--- src/rtl/seq_divider_pkg.sv ---
// Shared types and default widths for the 16-bit sequential restoring divider.
package seq_divider_pkg;

  // Controller states; 2-bit encoding leaves one spare code that recovers to IDLE.
  typedef enum logic [1:0] {
    IDLE = 2'd0,
    BUSY = 2'd1,
    DONE = 2'd2
  } state_t;

  // Default dividend/quotient and divisor/remainder widths.
  localparam int DW_DEF = 16;
  localparam int VW_DEF = 8;

  // Iteration counter width for the default dividend width.
  localparam int CW = $clog2(DW_DEF);

endpackage

--- src/rtl/seq_divider_16_div_step.sv ---
// One combinational restoring-division iteration: shift in the next dividend
// bit, trial-subtract the divisor, keep the difference when it does not go negative.
module div_step #(
  parameter int VW = 8
) (
  input  logic [VW:0]   r,
  input  logic          q_msb,
  input  logic [VW-1:0] d,
  output logic [VW:0]   r_next,
  output logic          q_bit
);

  logic [VW+1:0] t_full_s;
  logic [VW+1:0] d_ext_s;

  // Full-width shifted partial remainder so the compare can never wrap.
  assign t_full_s = {r, q_msb};
  assign d_ext_s  = {2'b00, d};

  // Trial subtraction: subtract and set the quotient bit, or restore.
  always_comb begin
    r_next = t_full_s[VW:0];
    q_bit  = 1'b0;
    if (t_full_s >= d_ext_s) begin
      r_next = t_full_s[VW:0] - d_ext_s[VW:0];
      q_bit  = 1'b1;
    end else begin
      r_next = t_full_s[VW:0];
      q_bit  = 1'b0;
    end
  end

endmodule

--- src/rtl/seq_divider_16.sv ---
// Iterative restoring divider: DW-bit dividend / VW-bit divisor, one quotient
// bit per clock, valid/ready handshake on input and output. Divide by zero
// short-circuits to an all-ones quotient with the low dividend bits as remainder.
module seq_divider_16
  import seq_divider_pkg::*;
#(
  parameter int DW = DW_DEF,
  parameter int VW = VW_DEF
) (
  input  logic          clk,
  input  logic          rst,
  input  logic          in_valid,
  output logic          in_ready,
  input  logic [DW-1:0] dividend,
  input  logic [VW-1:0] divisor,
  output logic          out_valid,
  input  logic          out_ready,
  output logic [DW-1:0] quotient,
  output logic [VW-1:0] remainder,
  output logic          div_by_zero
);

  localparam int CNT_W = (DW > 1) ? $clog2(DW) : 1;
  localparam logic [CNT_W-1:0] CNT_LAST = CNT_W'(DW - 1);

  state_t           state_r;
  logic [DW-1:0]    q_r;
  logic [VW:0]      r_r;
  logic [VW-1:0]    d_r;
  logic [CNT_W-1:0] cnt_r;
  logic             in_ready_r;
  logic             out_valid_r;
  logic [DW-1:0]    quotient_r;
  logic [VW-1:0]    remainder_r;
  logic             div_by_zero_r;

  logic [VW:0]      r_next_s;
  logic             q_bit_s;
  logic [DW:0]      q_ext_s;
  logic [DW-1:0]    q_next_s;

  div_step #(.VW(VW)) u_step (
    .r      (r_r),
    .q_msb  (q_r[DW-1]),
    .d      (d_r),
    .r_next (r_next_s),
    .q_bit  (q_bit_s)
  );

  // Quotient register shifted left with the new quotient bit entering at bit 0.
  assign q_ext_s  = {q_r, q_bit_s};
  assign q_next_s = q_ext_s[DW-1:0];

  // Controller and datapath: accept, iterate DW steps, present and hold the result.
  always_ff @(posedge clk) begin
    if (rst) begin
      state_r       <= IDLE;
      q_r           <= '0;
      r_r           <= '0;
      d_r           <= '0;
      cnt_r         <= '0;
      in_ready_r    <= 1'b1;
      out_valid_r   <= 1'b0;
      quotient_r    <= '0;
      remainder_r   <= '0;
      div_by_zero_r <= 1'b0;
    end else begin
      case (state_r)
        IDLE: begin
          if (in_valid) begin
            q_r        <= dividend;
            r_r        <= '0;
            d_r        <= divisor;
            cnt_r      <= CNT_LAST;
            in_ready_r <= 1'b0;
            if (divisor == '0) begin
              state_r       <= DONE;
              out_valid_r   <= 1'b1;
              quotient_r    <= '1;
              remainder_r   <= dividend[VW-1:0];
              div_by_zero_r <= 1'b1;
            end else begin
              state_r <= BUSY;
            end
          end else begin
            in_ready_r <= 1'b1;
          end
        end
        BUSY: begin
          q_r <= q_next_s;
          r_r <= r_next_s;
          if (cnt_r == '0) begin
            state_r       <= DONE;
            out_valid_r   <= 1'b1;
            quotient_r    <= q_next_s;
            remainder_r   <= r_next_s[VW-1:0];
            div_by_zero_r <= 1'b0;
          end else begin
            cnt_r <= cnt_r - CNT_W'(1);
          end
        end
        DONE: begin
          if (out_ready) begin
            state_r     <= IDLE;
            out_valid_r <= 1'b0;
            in_ready_r  <= 1'b1;
          end else begin
            out_valid_r <= 1'b1;
          end
        end
        default: begin
          state_r     <= IDLE;
          in_ready_r  <= 1'b1;
          out_valid_r <= 1'b0;
        end
      endcase
    end
  end

  assign in_ready    = in_ready_r;
  assign out_valid   = out_valid_r;
  assign quotient    = quotient_r;
  assign remainder   = remainder_r;
  assign div_by_zero = div_by_zero_r;

endmodule

--- config.mk ---
export PLATFORM = sky130hd
export DESIGN_NAME = seq_divider_16
export DESIGN_NICKNAME = d
export VERILOG_FILES = /design/src/rtl/seq_divider_pkg.sv /design/src/rtl/seq_divider_16_div_step.sv /design/src/rtl/seq_divider_16.sv
export SDC_FILE = /design/constraint.sdc
export NUM_CORES = 1
export LEC_CHECK = 0
export CAP_MARGIN = 30
export CORE_UTILIZATION = 50
export CTS_BUF_LIST = sky130_fd_sc_hd__clkbuf_16
export DETAILED_ROUTE_END_ITERATION = 10
export PLACE_DENSITY = 0.77
export SYNTH_ARGS = -nofsm -noshare
export SYNTH_HDL_FRONTEND = slang
export SYNTH_SLANG_ARGS = --single-unit
--- constraint.sdc ---
create_clock -name clk -period 4 [get_ports clk]
set_input_delay 0.8 -clock clk [delete_from_list [all_inputs] [get_ports clk]]
set_output_delay 0.8 -clock clk [all_outputs]
set_load 0.05 [all_outputs]
==> impl_metrics.py, run 1 <==
metrics = {
    "outcome": {
        "status": "completed",
    },
    "grt": {
        "grt_pass1_vias": 2531,
        "grt-ovfl-total": 0,
        "grt_pass1_wl_mm": 11.8,
        "antenna_found_initial": 0,
        "grt_util_all_layers": 0.243,
        "grt_max_degree": 34,
    },
    "finish": {
        "fillers": 491,
        "diodes": 0,
        "nNetsFinal": 454,
        "final_common_cell": "dfxtp_1",
        "final_cell_mix": "dfxtp_1, nor2_1, clkdlybuf4s50_1",
        "syn_to_final_growth_pct": 29.7,
        "design_area_um2": 3950,
        "fin_cells": 496,
        "drive_gt1_frac": 0.0760,
    },
    "clock_network": {
        "clkTransAtPathRegs_ns": 0.06,
        "cts_max_path_buffers": 2,
        "cts_setup_buffers": 0,
        "cts_root_buf": "clkbuf_16",
        "cts_inserted_buffers": 9,
        "h-tree-depth": 3,
        "clock_sinks": 66,
        "cts_tree": "built",
        "clk_latency_ns": 0.33,
        "cts_resized": 0,
        "postCtsHoldBufs": 0,
    },
    "route": {
        "vias": 2805,
        "drc": 0,
        "ant_nets": 0,
        "dr.pass1.iters": 5,
        "dr.first_iter.drc_count": 182,
        "wl_per_cell_um": 14.5,
        "viasPerCell": 5.66,
        "wl_mm": 7.21,
    },
    "power": {
        "intPower_mw": 1.60,
        "leakagePower_nw": 1.47,
        "comb_power_share": 0.284,
        "p_sw_mw": 0.758,
        "power_frac_seq": 0.332,
        "total_power_mw": 2.35,
        "swShare": 0.322,
        "peakVddDrop_v": 0.000366,
        "power_frac_clock": 0.384,
        "p_per_area_nw_per_um2": 597,
    },
    "timing": {
        "hold_violations": 0,
        "clock_skew_ns": 0.00754,
        "finalCritPeriodShare": 0.688,
        "setup_violations": 0,
        "tightest_slew_ns": 0.847,
        "timing.max_slew.rel_slack": 0.435,
        "max_freq_mhz": 363,
        "slew_violations": 0,
        "fin_crit_ns": 2.75,
        "rsz0062_at_grt": "false",
        "finalSetupTns_ns": 0,
        "fin_hold_ws_ns": 0.454,
    },
    "synth": {
        "seq_area_frac_synth": 0.434,
        "synth_area_per_cell_um2": 8.27,
        "ys_types": 49,
        "ys_warn_count": 0,
        "synthCells": 368,
        "synthArstFlopShare": 0,
        "syn_area_um2": 3040,
        "synth_edf_count": 0,
        "synthFlopType": "dfxtp_1",
        "syn-num-nets": 406,
        "ys_seq_elements": 66,
    },
    "critical_path": {
        "worstSetupEndpointType": "flip-flop",
        "arrival_ns": 3.00,
        "crit_required_ns": 4.25,
        "cp_max_fo": 14,
        "critPathMaxStageDelay_ns": 0.69,
        "crit_type": "flip-flop to flip-flop",
        "critPathLaunchType": "flip-flop",
        "path_common_cell": "inv_1",
        "cp_num_buf_inv": 2,
        "critPathTopFamily": "simple AND/OR/NAND/NOR gates",
        "rrSetupSlack_ns": 1.25,
        "crit_chain": "inv_1, ha_1, inv_1, fa_1, nand3_1, a31oi_1, nor4_4, mux2i_1, nand2_1, a211oi_1",
        "slowest_stage": "nor4_4",
    },
    "floorplanning": {
        "start_util": 0.517,
        "core-area_um2": 5890,
        "dieHeight_um": 80.0,
        "die_area_um2": 6400,
        "io_pins": 55,
        "dieWidth_um": 80.0,
        "num_rows": 28,
    },
    "placed_design": {
        "placed_area_um2": 3600,
        "portBuffers": 54,
        "gp_congestion": 0.847,
        "hpwl_mm": 4.97,
        "placed_cells": 480,
    },
    "min_path": {
        "holdCritPathClass": "flip-flop to flip-flop",
    },
    "flow_run": {
        "cap_viol_max_count": 0,
    },
}
-- metal layers --
layer	share of wire	vias to the layer above	global-route usage
li1	-	1398	-
met1	0.44	1318	0.297
met2	0.50	81	0.411
met3	0.048	8	0.0629
met4	0.011	0	0.0875
met5	0	-	0
-- worst min-delay path: stages (launching register included) --
cell and delay, ns:
dfxtp_1 0.30, nand2_1 0.05, a21oi_1 0.05
-- cell type report --
type / count / area (um^2) / share of cell area
repair buffers: 59 / 573 / 0.145
clock buffers: 9 / 225 / 0.0571
multi-input cells: 268 / 1570 / 0.397
flip-flops and latches: 66 / 1320 / 0.335
well taps: 75 / 93.8 / 0.0238
clock inverters: 7 / 119 / 0.0301
inverters: 12 / 45.0 / 0.0114
-- power by group through the flow --
stage	registers [mW]	logic, mW	clock network, mW
final	0.781	0.668	0.904
after global routing	0.789	0.732	0.945
after CTS	0.781	0.668	0.911
after detailed placement	0.793	0.663	0
after global placement	0.792	0.646	0
after floorplan	0.866	0.430	0
-- worst paths after layout --
| path | to | start | depth (start not counted) |
|---|---|---|---|
| setup / recovery | remainder[0]$_SDFFE_PP0P_ | q_r[15]$_SDFFE_PP0P_ | 10 |
| hold / removal | d_r[5]$_SDFFE_PP0P_ | d_r[5]$_SDFFE_PP0P_ | 2 |
| setup reg to reg | remainder[0]$_SDFFE_PP0P_ | q_r[15]$_SDFFE_PP0P_ | 10 |
| hold reg to reg | d_r[5]$_SDFFE_PP0P_ | d_r[5]$_SDFFE_PP0P_ | 2 |
-- registers in the layout, summed over array words and instances (netlist names) --
signal       cells
cnt_r            4
d_r              8
div_by_zero      1
in_ready         1
out_valid        1
q_r             16
quotient        16
r_r              9
remainder        8
state_r          2
-- cell usage after synthesis (2+ instances only) --
master    number  share of area
a22o_1         2         0.0058
nor4_1         7          0.014
ha_1           9          0.037
inv_1         11          0.014
a21oi_1       29          0.048
and3_1         4         0.0082
nand4_1        2         0.0041
a21oi_2        2         0.0058
nand2_1       52          0.064
nand3b_1       2         0.0049
o22ai_1        5          0.010
nor2_1        64          0.079
nand2b_1       4         0.0082
buf_2          5         0.0082
nor4_4         3          0.021
dfxtp_1       66           0.43
nor3_1         6         0.0099
o21bai_1       3         0.0074
o21ai_1        5         0.0082
and2_1         2         0.0041
a311oi_1       9          0.026
clkbuf_1      10          0.012
o21ai_0        6         0.0099
o31a_1         2         0.0058
buf_1          4         0.0049
a211o_1        3         0.0086
nand2_2        2         0.0041
o21a_1         5          0.012
xnor2_1        3         0.0086
a31oi_1        2         0.0041
mux2i_1        3         0.0099
a211oi_1      18          0.044
buf_6          2         0.0074
-- cell families after synthesis --
family	synth area share
compound gates	0.216
xor+xnor	0.0115
fa+ha+maj	0.0436
buf+inv	0.0502
flops	0.434
mux	0.00987
simple gates	0.234
-- stage by stage --
stage / worst slack [ns] / utilization
floorplan: 1.88 / -
detailed placement: 1.07 / 0.612
global placement: 1.16 / 0.612
global route: 1.02 / 0.670
finish: 1.25 / 0.670
CTS: 1.24 / 0.670
Note: power is estimated with default switching activity, not from simulation.
==> run 2: changes to the inputs <==
--- a/config.mk
+++ b/config.mk
@@ -6,10 +6,10 @@
 export NUM_CORES = 1
 export LEC_CHECK = 0
 export CAP_MARGIN = 30
-export CORE_UTILIZATION = 50
+export CORE_UTILIZATION = 47
 export CTS_BUF_LIST = sky130_fd_sc_hd__clkbuf_16
 export DETAILED_ROUTE_END_ITERATION = 10
-export PLACE_DENSITY = 0.77
+export PLACE_DENSITY = 0.76
 export SYNTH_ARGS = -nofsm -noshare
 export SYNTH_HDL_FRONTEND = slang
 export SYNTH_SLANG_ARGS = --single-unit
==> constraint.sdc (replaced) <==
create_clock -name clk -period 2.25 [get_ports clk]
set_input_delay 0.45 -clock clk [delete_from_list [all_inputs] [get_ports clk]]
set_output_delay 0.45 -clock clk [all_outputs]
set_load 0.05 [all_outputs]
==> run 2 against run 1 <==
Clock power is 57% higher. Register-to-register slack worse by 1.2 ns. Sequential share of layout area decreased by 1.3 points. First-iteration DRC count increased by 14%. Routed wire length increased by 6.7%. Count of clock-buffer cells in the layout stayed put. Critical endpoint unchanged. Via count rose by 2.3%. Critical path depth stayed put. Critical path type unchanged.
==> impl_metrics.py, run 2 (synthesis results as in run 1) <==
metrics = {
    "route": {
        "dr.pass1.iters": 4,
        "dr_wl_met2_mm": 3.77,
        "wl_mm": 7.69,
        "ant_nets": 0,
        "dr.first_iter.drc_count": 207,
        "vias": 2869,
        "top_layer": "met4",
        "drc": 0,
        "dr_wl_met3_um": 331,
        "wl_per_cell_um": 15.0,
        "viasPerCell": 5.59,
        "routedLengthMet1_mm": 3.37,
    },
    "clock_network": {
        "cts_tree": "built",
        "cts_root_buf": "clkbuf_16",
        "clkTransAtPathRegs_ns": 0.05,
        "clock_sinks": 66,
        "cts_inserted_buffers": 9,
        "cts_max_path_buffers": 2,
        "h-tree-depth": 3,
        "clk_latency_ns": 0.32,
    },
    "placed_design": {
        "placed_area_um2": 3710,
        "pre_cts_ws_ns": -0.0126,
        "gp_congestion": 0.929,
        "portBuffers": 54,
        "hpwl_mm": 5.40,
    },
    "timing": {
        "finalCritPeriodShare": 0.995,
        "slew_violations": 0,
        "timing.max_slew.rel_slack": 0.548,
        "clock_skew_ns": 0.00699,
        "max_freq_mhz": 447,
        "fin_crit_ns": 2.24,
        "finalSetupTns_ns": 0,
        "rsz0062_at_grt": "true",
        "tightest_slew_ns": 0.676,
        "hold_violations": 0,
        "setup_violations": 0,
        "fin_ws_ns": 0.0122,
    },
    "critical_path": {
        "crit_chain": "inv_2, ha_4, inv_2, fa_2, nand3_4, a31oi_4, nor4_4, mux2i_1, nand2_1, a211oi_2",
        "arrival_ns": 2.47,
        "cp_num_buf_inv": 2,
        "cp_max_fo": 4,
        "worstSetupEndpointType": "flip-flop",
        "path_common_cell": "inv_2",
        "critPathLaunchType": "flip-flop",
        "critPathTopFamily": "simple AND/OR/NAND/NOR gates",
        "crit_required_ns": 2.49,
        "crit_type": "flip-flop to flip-flop",
        "slowest_stage": "fa_2",
        "critPathMaxStageDelay_ns": 0.39,
    },
    "flow_run": {
        "cap_viol_max_count": 0,
    },
    "grt": {
        "grt_max_degree": 33,
        "grt_util_all_layers": 0.240,
        "grt_pass1_vias": 2677,
        "antenna_found_initial": 0,
        "grt_pass1_wl_mm": 12.4,
        "grt-ovfl-total": 0,
    },
    "power": {
        "peakVddDrop_v": 0.000629,
        "p_per_area_nw_per_um2": 1030,
        "leakagePower_nw": 1.56,
    },
    "finish": {
        "final_cell_mix": "nor2_1, dfxtp_1, clkdlybuf4s50_1",
        "fillers": 500,
        "nNetsFinal": 472,
        "design_area_um2": 4110,
        "diodes": 0,
        "syn_to_final_growth_pct": 35.3,
        "drive_gt1_frac": 0.130,
    },
    "floorplanning": {
        "num_rows": 28,
        "start_util": 0.499,
        "dieHeight_um": 82.4,
        "dieWidth_um": 82.4,
        "core-area_um2": 6100,
        "die_area_um2": 6800,
        "io_pins": 55,
    },
    "min_path": {
        "holdCritPathClass": "flip-flop to flip-flop",
    },
    "outcome": {
        "status": "completed",
    },
}
run 2: changes by cell type in the layout (fill, tap and decap cells not counted), sizes merged:
cell | previous run | this run
bufinv | 3 | 2
clkinvlp | 1 | 0
inv | 13 | 14
buf | 6 | 24
run 2: repair_timing:
| action | 4_1_cts | 5_1_grt |
|---|---|---|
| hold buffers | 0 | 0 |
| pin swaps | 1 | 7 |
| endpoints found under the setup margin | 3 | 10 |
| gates resized for setup | 1 | 16 |
| buffers inserted | 1 | 3 |
| cloned | 0 | 1 |
run 2: metal layers:
layer / up-vias / track usage
met5: - / 0
met4: 0 / 0.114
met3: 20 / 0.0352
met2: 88 / 0.393
met1: 1332 / 0.309
li1: 1429 / -
run 2: final timing paths:
path / endpoint / start / slack [ns] / cells past startpoint
max reg2reg: remainder[0]$_SDFFE_PP0P_ / q_r[15]$_SDFFE_PP0P_ / 0.01 / 10
min: d_r[6]$_SDFFE_PP0P_ / d_r[6]$_SDFFE_PP0P_ / 0.45 / 2
min reg2reg: d_r[6]$_SDFFE_PP0P_ / d_r[6]$_SDFFE_PP0P_ / 0.45 / 2
max: remainder[0]$_SDFFE_PP0P_ / q_r[15]$_SDFFE_PP0P_ / 0.01 / 10
run 2: through the flow:
stage	hold slack [ns]	utilization	std cells	power [mW]
4_1_cts	0.456	0.660	509	4.13
5_1_grt	0.476	0.675	513	4.45
6_report	0.453	0.675	513	4.25
3_5_place_dp	0.448	0.609	493	2.69
3_3_place_gp	0.445	0.609	493	2.66
2_1_floorplan	0.436	-	368	2.30
run 2: cell type report:
class | instances | area, um^2 | share of cell area
multi-input cells | 268 | 1630 | 0.396
well taps | 75 | 93.8 | 0.0228
clock buffers | 9 | 225 | 0.0547
clock inverters | 6 | 75.1 | 0.0182
inverters | 12 | 45.0 | 0.0109
repair buffers | 77 | 722 | 0.175
flip-flops and latches | 66 | 1320 | 0.322
run 2: where the power goes:
group          internal [mW]  switching (mW)  total, mW
Sequential              1.30          0.0923       1.40
Combinational          0.617           0.816       1.43
Clock                  0.947           0.472       1.42
Total                   2.87            1.38       4.25
run 2: worst register-to-register path, cell delays in order (launching register included):
cell,delay (ns)
dfxtp_2,0.32
inv_2,0.07
ha_4,0.13
inv_2,0.04
fa_2,0.39
nand3_4,0.11
a31oi_4,0.10
nor4_4,0.38
mux2i_1,0.31
nand2_1,0.10
a211oi_2,0.22
